==> config.mk <==
export PLATFORM = sky130hd
export DESIGN_NAME = coax_tx_arbiter
export DESIGN_NICKNAME = d
export VERILOG_FILES = /design/src/rtl/coax_tx_arbiter.sv
export SDC_FILE = /design/constraint.sdc
export NUM_CORES = 1
export LEC_CHECK = 0
export ABC_AREA = 0
export ABC_CLOCK_PERIOD_IN_PS = 1900
export CAP_MARGIN = 5
export CORE_ASPECT_RATIO = 2
export CORE_UTILIZATION = 38
export DETAILED_ROUTE_END_ITERATION = 12
export PLACE_DENSITY = 0.72
export SKIP_LAST_GASP = 1
export SLEW_MARGIN = 10
export SYNTH_ARGS = -nofsm -noshare
export SYNTH_HDL_FRONTEND = slang
export SYNTH_SLANG_ARGS = --single-unit
==> constraint.sdc <==
create_clock -name clk -period 1.9 [get_ports clk]
set_input_delay 0.19 -clock clk [delete_from_list [all_inputs] [get_ports clk]]
set_output_delay 0.19 -clock clk [all_outputs]
set_load 0.01 [all_outputs]
==> src/rtl/coax_tx_arbiter.sv <==
// Two-requester, frame-level arbiter in front of a buffered coax transmitter.
// Words from the granted requester pass through unregistered; the frame is then started and tracked until it drains.
module coax_tx_arbiter #(
  parameter int STALL_LIMIT = 1024
) (
  input  logic       clk,
  input  logic       reset,
  input  logic [9:0] req0_data,
  input  logic [9:0] req1_data,
  input  logic       req0_valid,
  input  logic       req1_valid,
  input  logic       req0_last,
  input  logic       req1_last,
  output logic       req0_ready,
  output logic       req1_ready,
  output logic       req0_done,
  output logic       req1_done,
  output logic       abort,
  output logic [1:0] grant,
  output logic       busy,
  output logic [9:0] tx_data,
  output logic       tx_load_strobe,
  output logic       tx_start_strobe,
  input  logic       tx_empty,
  input  logic       tx_full,
  input  logic       tx_ready,
  input  logic       tx_active,
  output logic [2:0] dbg_state
);

  localparam int CW = $clog2(STALL_LIMIT + 1);
  localparam logic [CW-1:0] LIMIT_C = CW'(STALL_LIMIT);
  localparam logic [CW:0]   LIMIT_W = (CW + 1)'(STALL_LIMIT);

  typedef enum logic [2:0] {
    IDLE        = 3'd0,
    LOAD        = 3'd1,
    START       = 3'd2,
    WAIT_ACTIVE = 3'd3,
    WAIT_DONE   = 3'd4
  } state_t;

  state_t        state_q, state_d;
  logic [1:0]    grant_q, grant_d;
  logic          last_q, last_d;       // 1 = requester 1 was served last
  logic          aborted_q, aborted_d;
  logic [CW-1:0] stall_q, stall_d;

  logic          in_load, tx_ok, sel_valid, sel_last, accept, stall_hit;
  logic [9:0]    sel_data;
  logic [CW:0]   stall_plus;
  logic          abort_p, start_p, done_p;

  // Handshake: a word moves when the granted reqN_valid and reqN_ready are both
  // high in the same cycle; ready never depends on valid, and valid/last from the
  // non-granted requester are ignored until the next arbitration in IDLE.
  assign in_load    = (state_q == LOAD);
  assign tx_ok      = !tx_full && tx_ready;
  assign sel_valid  = grant_q[1] ? req1_valid : req0_valid;
  assign sel_last   = grant_q[1] ? req1_last  : req0_last;
  assign sel_data   = grant_q[1] ? req1_data  : req0_data;
  assign accept     = in_load && (grant_q[0] || grant_q[1]) && sel_valid && tx_ok;
  assign stall_plus = {1'b0, stall_q} + {{CW{1'b0}}, 1'b1};
  assign stall_hit  = !accept && (stall_plus >= LIMIT_W);

  always_comb begin
    state_d   = state_q;
    grant_d   = grant_q;
    last_d    = last_q;
    aborted_d = aborted_q;
    stall_d   = '0;
    abort_p   = 1'b0;
    start_p   = 1'b0;
    done_p    = 1'b0;
    case (state_q)
      IDLE: begin
        aborted_d = 1'b0;
        if (req0_valid || req1_valid) begin
          if (req0_valid && req1_valid) grant_d = last_q ? 2'b01 : 2'b10;
          else                          grant_d = req0_valid ? 2'b01 : 2'b10;
          state_d = LOAD;
        end
      end
      LOAD: begin
        if (accept) begin
          if (sel_last) state_d = START;
        end else if (stall_hit) begin
          abort_p   = 1'b1;
          aborted_d = 1'b1;
          last_d    = grant_q[1];
          if (!tx_empty) begin
            state_d = START;
          end else begin
            state_d = IDLE;
            grant_d = 2'b00;
          end
        end else begin
          stall_d = (stall_q == LIMIT_C) ? stall_q : stall_q + CW'(1);
        end
      end
      START: begin
        start_p = 1'b1;
        state_d = WAIT_ACTIVE;
      end
      WAIT_ACTIVE: begin
        if (tx_active) state_d = WAIT_DONE;
      end
      WAIT_DONE: begin
        if (!tx_active && tx_empty) begin
          done_p    = !aborted_q;
          if (!aborted_q) last_d = grant_q[1];
          grant_d   = 2'b00;
          aborted_d = 1'b0;
          state_d   = IDLE;
        end
      end
      default: begin
        state_d = IDLE;
        grant_d = 2'b00;
      end
    endcase
  end

  always_ff @(posedge clk) begin
    if (!reset) begin
      state_q   <= IDLE;
      grant_q   <= 2'b00;
      last_q    <= 1'b1;
      aborted_q <= 1'b0;
      stall_q   <= '0;
    end else begin
      state_q   <= state_d;
      grant_q   <= grant_d;
      last_q    <= last_d;
      aborted_q <= aborted_d;
      stall_q   <= stall_d;
    end
  end

  // Everything is forced quiet while reset is held, including before the first edge.
  assign req0_ready      = reset && in_load && grant_q[0] && tx_ok;
  assign req1_ready      = reset && in_load && grant_q[1] && tx_ok;
  assign tx_load_strobe  = reset && accept;
  assign tx_data         = (reset && in_load) ? sel_data : 10'd0;
  assign tx_start_strobe = reset && start_p;
  assign abort           = reset && abort_p;
  assign req0_done       = reset && done_p && grant_q[0];
  assign req1_done       = reset && done_p && grant_q[1];
  assign grant           = reset ? grant_q : 2'b00;
  assign busy            = reset && (state_q != IDLE);
  assign dbg_state       = reset ? state_q : IDLE;

endmodule
After elaboration in Yosys (flattened, before gate mapping). Index checks and enable logic that the tools add are counted.

Bits in writable memories: 0. ROM bits: 0. Output and inout port bits: 23. Latch bits: 0. Bits in registers: 18. Memories: 0. Word-level logic and storage cells: 98.

Muxes and demuxes: 38. Bitwise operators: 3. Multipliers: 0. Shifts and indexed selects: 0. Magnitude comparators: 1. Eq/ne operators: 14. Reduce and logical (&&, ||, !) cells: 35. $add $sub $neg: 2. Divide/modulo/power cells: 0.

Operator list (count): 3-bit 2-to-1 mux (7); 10-bit 2-to-1 mux (2); 2-bit 2-to-1 mux (10); 1-bit logical AND (19); 1-bit 2-to-1 mux (15); 3-bit case mux with 5 select lines (1); 11-bit by 1-bit adder with 12-bit output (second input constant) (1); 12-bit by 11-bit greater-or-equal comparator with 1-bit output (second input constant) (1); 2-bit inequality test (second input constant) (6); 11-bit by 1-bit adder with 11-bit output (second input constant) (1); 11-bit == test (second input constant) (1); 5-bit AND reduction (2); 2-bit case mux with 4 select lines (1); 3-bit by 2-bit == test with 1-bit output (second input constant) (2); 6-bit AND reduction (1); 3-bit nonzero test (2); 1-bit logical NOT (4); 4-bit AND reduction (1); 4-bit OR reduction (1); 3-bit by 1-bit == test with 1-bit output (second input constant) (1); 3-bit == test (second input constant) (1); 3-bit logical NOT (1); 3-bit by 1-bit inequality test with 1-bit output (second input constant) (1); 3-bit inequality test (second input constant) (1); 7 further kinds (10).

Longest topological paths before layout. Gate-level depths: netlist of run 1.

Depth after elaboration: 10. Mapped depth: 6. Depth with buffers taken out: 6.

Least setup slack after synthesis of run 1. OpenSTA, ideal clock, no wires.

Kind: register to register. From: register stall_q[0]. To: register stall_q[0]. Data required time: 1.833 ns. Library setup time: 0.067 ns. Cell stages (with the launch flop): 7. Period minus slack after synthesis: 1.837 ns. Path slack: 0.063 ns. Arrival: 1.769 ns. Cells stage by stage: dfxtp_1 > ha_1 > nand4_1 > nor3_1 > mux2i_1 > nand2_1 > nor2_1.

Longest elaborated chain between the ends: 4. Elaborated cells on any way between the ends: 6. Those cells by class: add/sub (2); order compare (1); eq/ne (1); reduce/logical (2).

Ends and longest elaborated chain: start, declared (RTL line 47) `logic [CW-1:0] stall_q, stall_d;`; start signal, assigned (RTL line 136) `stall_q <= stall_d;`; 11-bit by 1-bit adder with 12-bit output (RTL line 63) `assign stall_plus = {1'b0, stall_q} + {{CW{1'b0}}, 1'b1};`; 12-bit by 11-bit greater-or-equal comparator with 1-bit output (RTL line 64) `assign stall_hit = !accept && (stall_plus >= LIMIT_W);`; 1-bit logical AND (RTL line 64); 4-bit OR reduction (no line).

Several ways; a longest one is shown, not always the timed one. A chain may end at the register's enable or synchronous reset.

Worst setup path after layout of run 1.
From: register state_q[2]. To: output abort.

Longest elaborated chain between the ends: 10.

Ends and longest elaborated chain: start, declared (RTL line 43) `state_t state_q, state_d;`; start signal, assigned (RTL line 132) `state_q <= state_d;`; 3-bit by 1-bit == test with 1-bit output (*) (RTL line 57, 75); 1-bit logical AND (3 in series) (RTL line 62) `assign accept = in_load && (grant_q[0] || grant_q[1]) && sel_valid && tx_ok;`; 1-bit logical NOT (RTL line 64); 1-bit logical AND (RTL line 64); 1-bit 2-to-1 mux (RTL line 87) `end else if (stall_hit) begin`; 1-bit 2-to-1 mux (RTL line 85) `if (accept) begin`; 1-bit 2-to-1 mux (*) (RTL line 75) `case (state_q)`; 1-bit logical AND (*) (RTL line 146) `assign abort = reset && abort_p;`; end, declared (RTL line 18) `output logic abort,`.

Every way passes the cells marked *; elsewhere a longest branch is shown, timed or not.

==> results of run 1 <==
[worst max-delay path by stage]
stage	start	end	slack, ps	cells past startpoint
global route	state_q[2]	abort	-100	5
CTS	stall_q[1]	abort	-60	6
finish	state_q[2]	abort	-50	5
floorplan	stall_q[0]	stall_q[0]	60	6
detailed placement	req0_valid	abort	-240	6
global placement	req0_valid	abort	-170	6
[through the flow]
stage                     cells  TNS (ps)  cell area (µm²)  hold WS [ps]
after floorplan             163         0             1240           389
after global placement      266     -1090             1980           486
after detailed placement    266     -1450             1980           506
after CTS                   270     -66.4             2020           524
after global routing        273     -96.2             2050           537
final                       273     -52.9             2050           523
[area by class of cell]
cell class / count / area (µm²) / share of cell area, %
Inverter: 10 / 37.5 / 1.83
Multi-Input combinational cell: 128 / 821 / 40.0
Timing Repair Buffer: 82 / 738 / 36.0
Sequential cell: 18 / 360 / 17.6
Clock buffer: 4 / 55.1 / 2.68
Tap cell: 31 / 38.8 / 1.89
[where the power goes]
part	switching [W]	internal (W)
clock network	0.000125	0.000184
logic	0.000200	0.000230
registers	0.0000122	0.000399
total	0.000337	0.000813
[cell usage in the layout, fill, tap and decap left out, types with 2 or more instances in the layout]
cell type / n
a21oi_1: 4
and2_1: 4
and3_1: 3
buf_4: 29
clkbuf_2: 2
clkbuf_8: 4
clkdlybuf4s50_1: 33
dfxtp_1: 18
dlygate4sd2_1: 14
dlymetal6s2s_1: 3
ha_1: 2
inv_1: 10
mux2_2: 2
mux2i_1: 13
nand2_1: 17
nand3_1: 7
nor2_1: 30
nor2b_1: 4
nor3_2: 2
nor4_1: 3
nor4b_1: 2
o21ai_0: 8
xnor2_1: 5
xor2_1: 3
[routing by layer]
layer  vias to the layer above  GRT usage, %  routed length (µm)
li1                        707             -                   -
met1                       650          20.5                1340
met2                        48          48.5                2300
met3                         9          3.91                 172
met4                         0          9.38                  84
met5                         -             0                   0
[kinds of logic (layout without fill, tap and decap cells)]
family,after synthesis,in the layout,share of synthesized area [%]
flip-flops,18,18,29.1
AO/OA/AOI/OAI,19,19,11.8
XOR/XNOR,8,8,5.66
adder cells (fa/ha/maj),2,2,2.02
multiplexers,15,15,12.3
other,1,1,0.303
AND/OR/NAND/NOR,83,83,33.0
buffers and inverters,17,96,5.76
[worst reg2reg max path, cell delays in order (launching register included)]
cell and delay (ps):
dfxtp_1 350, nand3b_1 180, a2111oi_4 100, buf_4 170, buf_4 140, o21bai_2 190
a311oi_2 350, mux2i_1 230
[timing repair]
action | in CTS | in global routing
pin swaps | 0 | 3
gates resized for setup | 20 | 7
buffers inserted | 0 | 3
endpoints found under the setup margin | 16 | 9
[sequential cells by signal (all words and copies together) (netlist names)]
name	flops
aborted_q	1
stall_q	11
state_q	3
last_q	1
grant_q	2
==> results.yml, run 1 <==
outcome:
  status: "finished, violations left"
  violations: "setup timing"
pwr:
  p_per_area_nw_per_um2: 561
  totalPowerFinal_w: 0.00115
  leakagePower_nw: 0.937
  peakVddDrop_v: 0.000484
die:
  die-area_um2: 3500
  die_w_um: 42.4
  num_rows: 29
  initial_core_util_pct: 39.7
  io_pins: 53
  die_y_um: 82.7
  fp.coreArea_um2: 3120
drt:
  drt_iter0_markers: 29
  via_per_inst: 5.18
  totalWireLength_mm: 3.90
  vias: 1414
  wire_per_inst_um: 14.3
  dr.pass1.iters: 4
  drc: 0
  ant_nets: 0
layout:
  fillers: 269
  nets: 275
  final_layout_size_suffix_gt1_share_pct: 19.4
  diodes: 0
  utilization_pct: 65.7
  synthToLayoutAreaGrowth_pct: 65.7
synthesis:
  synthArstFlopShare_pct: 0
  synthTopCellsByArea: "dfxtp_1 29%, mux2i_1 11%, nor2_1 9.4%"
  ys_ff_latch: 18
  synth_warnings: 0
  syn_inst: 163
  synth_largest_area_cell: "dfxtp_1"
  synth_top_area_share_pct: 29.1
  synthTopCellsByCount: "31 x nor2_1, 18 x dfxtp_1, 17 x nand2_1"
  ys_seq_area_share_pct: 29.1
  ys.flop_type: "dfxtp_1"
  synthDistinctLibCells: 36
  yosysMostFrequentCell: "nor2_1"
  synth_fp_nets: 195
  netlist_area_um2: 1240
  synth-edff-count: 0
  postSynthAreaPerCell_um2: 7.59
timing:
  fin_crit_sh_pct: 103
  finClkSkew_ps: 2.86
  final-hold-violation-count: 0
  max_freq_mhz: 512
  rsz0062_at_grt: "true"
  finalSetupViolCount: 1
  period_needed_ps: 1950
  finalMaxSlewViolations: 0
  post-route-worst-setup-slack_ps: -52.9
place:
  pre_cts_ws_ps: -236
  dp_hpwl_mm: 3.20
  port_buffers: 52
  gp_congestion: 0.874
critical_path:
  critical_path_class: "reg2out"
  cp_max_fo: 5
  cp.arrival_ps: 1760
  slowest_delay_ps: 440
  r2r_setup_slack_ps: 130
  rr_startpoint: "grant_q[1]"
  critPathLaunchType: "flop"
  cp_slowest_cell: "or3b_4"
  r2r_end: "grant_q[1]"
  crit_required_ps: 1710
  rr_worst_depth: 7
  cpLargestDelayFamily: "simple AND/OR/NAND/NOR gates"
  path_cells: "or3b_4 -> a2111oi_4 -> buf_4 -> nor3_1 -> dlygate4sd2_1"
  crit_path_end_kind: "output pin"
  critPathBufInv: 2
global_route:
  track_usage_pct: 23.1
  grt_antenna_before_repair: 0
  grt_start_max_net_pins: 15
  grt_remaining_overflow: 0
  grt_pass1_wl_mm: 6.19
  grt_pass1_vias: 1456
clock_network:
  htree_levels: 1
  cts_tree: "yes"
  cts_buffers: 3
  clkLatencyLatePin_ps: 260
  postCtsHoldBufs: 0
  cts.path.max_buffers: 2
  cts.sink_count: 18
  clk_pin_slew_ps: 60
  cts_root_buffer: "clkbuf_8"
worst_hold_path:
  hold_end: "aborted_q"
  hp-class: "reg2reg"
  hold_start: "aborted_q"
  min_path_cells: 1
run:
  maxCapViolCount: 0
Power figures use the tool's default switching activity.
==> inputs of run 2 (changes only) <==
Settings changed: RECOVER_POWER set to 100.
==> run 2 against run 1 <==
  * The run still ends with setup timing left
  * Clock-buffer cell count unchanged
  * Sequential cell count unchanged
  * Die area is the same
  * Combinational power is 0.9% lower
  * Clock skew about the same
  * Global-route usage is the same
  * Sequential share of layout area grew 0.065 points
  * Hold slack worse by 0.82 ps
  * Routed wire length decreased by 0.95%
  * Via count shrank 0.21%
  * Critical path type unchanged
  * Highest routed layer unchanged
==> results.yml, run 2 (synthesis gave the netlist of run 1 again) <==
critical_path:
  rr_worst_depth: 7
  startpoint: "state_q[2]"
  cp.depth: 5
  r2r_setup_slack_ps: 130
  slowest_delay_ps: 430
  rr_startpoint: "stall_q[1]"
  cp_max_fo: 5
  critPathBufInv: 2
  cp.arrival_ps: 1760
  worstSetupEndpoint: "abort"
  path_cells: "or3b_4 -> a2111oi_4 -> buf_4 -> nor3_1 -> dlygate4sd2_1"
  r2r_end: "grant_q[1]"
  cp_slowest_cell: "or3b_4"
  crit_path_end_kind: "output pin"
  critical_path_class: "reg2out"
  crit_required_ps: 1710
  cpLargestDelayFamily: "buffers and inverters"
  critPathLaunchType: "flop"
drt:
  wire_per_inst_um: 14.1
  drc: 0
  vias: 1411
  drt_iter0_markers: 20
  ant_nets: 0
  dr.pass1.iters: 4
  totalWireLength_mm: 3.86
  via_per_inst: 5.17
worst_hold_path:
  hp-class: "reg2reg"
die:
  fp.coreArea_um2: 3120
  die-area_um2: 3500
  io_pins: 53
  num_rows: 29
  die_w_um: 42.4
  die_y_um: 82.7
  initial_core_util_pct: 39.7
global_route:
  track_usage_pct: 23.1
  grt_antenna_before_repair: 0
  grt_pass1_wl_mm: 6.19
  grt_remaining_overflow: 0
  grt_start_max_net_pins: 15
  grt_pass1_vias: 1456
clock_network:
  cts.path.max_buffers: 2
  cts_tree: "yes"
  cts.sink_count: 18
  cts_root_buffer: "clkbuf_8"
  clk_pin_slew_ps: 60
  htree_levels: 1
  clkLatencyLatePin_ps: 260
  cts_buffers: 3
layout:
  synthToLayoutAreaGrowth_pct: 65.1
  top_regs: "stall_q (11), state_q (3), grant_q (2)"
  diodes: 0
  top_register: "stall_q"
  design_area_um2: 2040
  layout_commonest_cell: "clkdlybuf4s50_1"
  layout_common_cells: "32 x clkdlybuf4s50_1, 30 x nor2_1, 28 x buf_4"
  largest_register_ff_count: 11
  nets: 275
  final_layout_size_suffix_gt1_share_pct: 19.0
pwr:
  intPower_w: 0.000811
  combPwrFrac_pct: 37.2
  p_sw_share_pct: 29.2
  pwr-share-clk_pct: 26.9
  p_seq_share_pct: 35.9
  totalPowerFinal_w: 0.00115
  peakVddDrop_v: 0.000482
  p_sw_w: 0.000335
  leakagePower_nw: 0.902
  p_per_area_nw_per_um2: 561
timing:
  post-route-worst-setup-slack_ps: -50.3
  final-hold-violation-count: 0
  rsz0062_at_grt: "true"
  finClkSkew_ps: 2.70
  tns_ps: -50.3
  period_needed_ps: 1950
  finalSetupViolCount: 1
  finalMaxSlewViolations: 0
  fin_crit_sh_pct: 103
  max_freq_mhz: 513
outcome:
  status: "finished, violations left"
  violations: "setup timing"
place:
  dp_hpwl_mm: 3.20
  gp_congestion: 0.874
  port_buffers: 52
  dpl_cell_area_um2: 1980
  pre_cts_ws_ps: -236
run:
  maxCapViolCount: 0
==> run 2: worst min-delay path by stage <==
stage,from,end,depth (start not counted)
global placement,aborted_q,aborted_q,1
floorplan,req0_valid,grant_q[0],2
CTS,aborted_q,aborted_q,1
finish,aborted_q,aborted_q,1
global route,aborted_q,aborted_q,1
detailed placement,aborted_q,aborted_q,1
==> run 2: final cells by class <==
class                      instances  area [µm²]
clock buffer                       4        55.1
fill                             272        1080
inverter                          10        37.5
multi-input combinational        128         818
sequential                        18         360
tap                               31        38.8
timing repair buffer              82         733
==> run 2: routing by layer <==
metal  vias up  GRT usage (%)  wire length (µm)
li1        706              -                 -
met1       654           20.5              1310
met2        42           48.5              2310
met3         9           3.91               157
met4         0           9.38                84
met5         -              0                 0
==> run 2: worst reg2reg max path: stages, from the launching register on <==
cell and delay [ps]:
dfxtp_1 340, ha_1 190, nand4_1 150, nor3_2 150
mux2i_1 120, buf_4 170, a311oi_2 370, mux2i_1 230
==> run 2: what timing repair did <==
| item | CTS | global route |
|---|---|---|
| setup buffers | 0 | 3 |
| hold buffers | 0 | 0 |
| pin swaps | 0 | 3 |
| gates resized for setup | 20 | 7 |
| setup endpoints to repair | 16 | 9 |
==> run 2: per-stage QoR <==
| stage | std cells | hold slack, ps | utilization [%] |
|---|---|---|---|
| floorplan | 163 | 389 | - |
| global placement | 266 | 486 | 63.4 |
| detailed placement | 266 | 506 | 63.4 |
| CTS | 270 | 524 | 64.8 |
| global route | 273 | 537 | 65.5 |
| finish | 273 | 522 | 65.5 |
==> run 2: power groups by stage <==
stage / Sequential [W] / Combinational, W / Clock [W]
5_1_grt: 0.000413 / 0.000462 / 0.000332
4_1_cts: 0.000411 / 0.000426 / 0.000315
3_3_place_gp: 0.000418 / 0.000421 / 0
2_1_floorplan: 0.000416 / 0.000227 / 0
3_5_place_dp: 0.000419 / 0.000435 / 0
6_report: 0.000411 / 0.000426 / 0.000309
==> RTL edit, RTL diff (settings of run 2) <==
Set the parameter `STALL_LIMIT` to 512 (it was 1024).
--- a/src/rtl/coax_tx_arbiter.sv
+++ b/src/rtl/coax_tx_arbiter.sv
@@ -3,3 +3,3 @@
 module coax_tx_arbiter #(
-  parameter int STALL_LIMIT = 1024
+  parameter int STALL_LIMIT = 512
 ) (
Formal check against the unedited RTL: no difference found for any inputs over 10 cycles, from zero or initial values and one cycle with reset low; that may be too few to reach the edited logic, so the function may still have changed.
==> RTL edit against run 2 <==
  * Sequential power fell by 7.1%
  * Largest cell class unchanged
  * Sequential cell count fell by 1
  * Power fell by 14%
  * Routed wire length rose by 12%
  * Cell count fell by 1.8%
  * Worst setup slack improved by 0.071 ns
  * Final area fell by 2.4%
  * Highest routed layer unchanged
  * Area after synthesis fell by 3.4%
==> RTL edit: results (changes against run 2) <==
* Hold Crit Endpoint: last_q$_SDFFE_PN1P_ (was aborted_q$_SDFFE_PN0P_)
* Share of layout cells above drive strength 1 at 22.3% (was 19.0%)
* Met1 global-route usage at 17.8% (was 20.5%)
* Reg2reg path depth at 4 (was 7)
* Vias per cell at 5.59 (was 5.17)
* CTS resizes at 27 (was 20)
* Pre-CTS WS at -0.214 ns (was -0.236 ns)
* CP max stage cell: or4_4 (was or3b_4)
* Largest net degree at the start of global routing at 14 (was 15)
* R2R Setup Slk at 0.02 ns (was 0.13 ns)
* Met2 wire length at 2480 µm (was 2310 µm)
* Slowest stage delay, CP at 0.53 ns (was 0.43 ns)
* Post-DP Area at 0.00196 mm² (was 0.00198 mm²)
* Gp weighted congestion at 0.893 (was 0.874)
* Launch point of the worst path: state_q[1]$_SDFFE_PN0P_ (was state_q[2]$_SDFFE_PN0P_)
* Met3 Use GR at 5.11% (was 3.91%)
* Synth Area per Inst at 7.71 µm² (was 7.59 µm²)
* Setup bufs post-CTS at 2 (was 0)
* Start point of the worst hold path: last_q$_SDFFE_PN1P_ (was aborted_q$_SDFFE_PN0P_)
* DP HPWL at 3620 µm (was 3200 µm)
* Dominant cells by area after synthesis: dfxtp_1, nor2_1, mux2i_1 (was dfxtp_1, mux2i_1, nor2_1)
* Max Freq at 532 MHz (was 513 MHz)
* First-pass GRT wire length at 6740 µm (was 6190 µm)
* Worst Skew at 0.00464 ns (was 0.00270 ns)
* Peak fanout along the critical path at 4 (was 5)
* Status: completed (was finished with violations)
* Most common library cells after synthesis: nor2_1, dfxtp_1, mux2i_1 (was nor2_1, dfxtp_1, nand2_1)
* Largest regs: stall_q: 10 flops, state_q: 3 flops, grant_q: 2 flops (was stall_q: 11 flops, state_q: 3 flops, grant_q: 2 flops)
* Syn_nets at 187 (was 195)
* Vias at 1,498 (was 1,411)
==> RTL edit: power by group through the flow <==
stage | clock network (mW) | registers, mW | logic, mW
CTS | 0.279 | 0.382 | 0.336
floorplan | 0 | 0.391 | 0.151
detailed placement | 0 | 0.389 | 0.344
global placement | 0 | 0.389 | 0.338
finish | 0.269 | 0.382 | 0.337
global route | 0.288 | 0.383 | 0.362
==> RTL edit: kinds of logic after synthesis <==
kind of cell	count (synthesis)	synth area share, %
buffers and inverters	14	4.40
flip-flops	17	28.5
other	1	0.314
adder cells (fa/ha/maj)	2	2.09
multiplexers	11	9.32
AND/OR/NAND/NOR	77	34.3
AO/OA/AOI/OAI	26	15.9
XOR/XNOR	7	5.13
==> RTL edit: final cells by class <==
class | instances | area [µm²]
clock buffer | 4 | 45.0
timing repair buffer | 84 | 714
tap | 30 | 37.5
multi-input combinational | 124 | 821
inverter | 9 | 33.8
sequential | 17 | 343
fill | 275 | 983
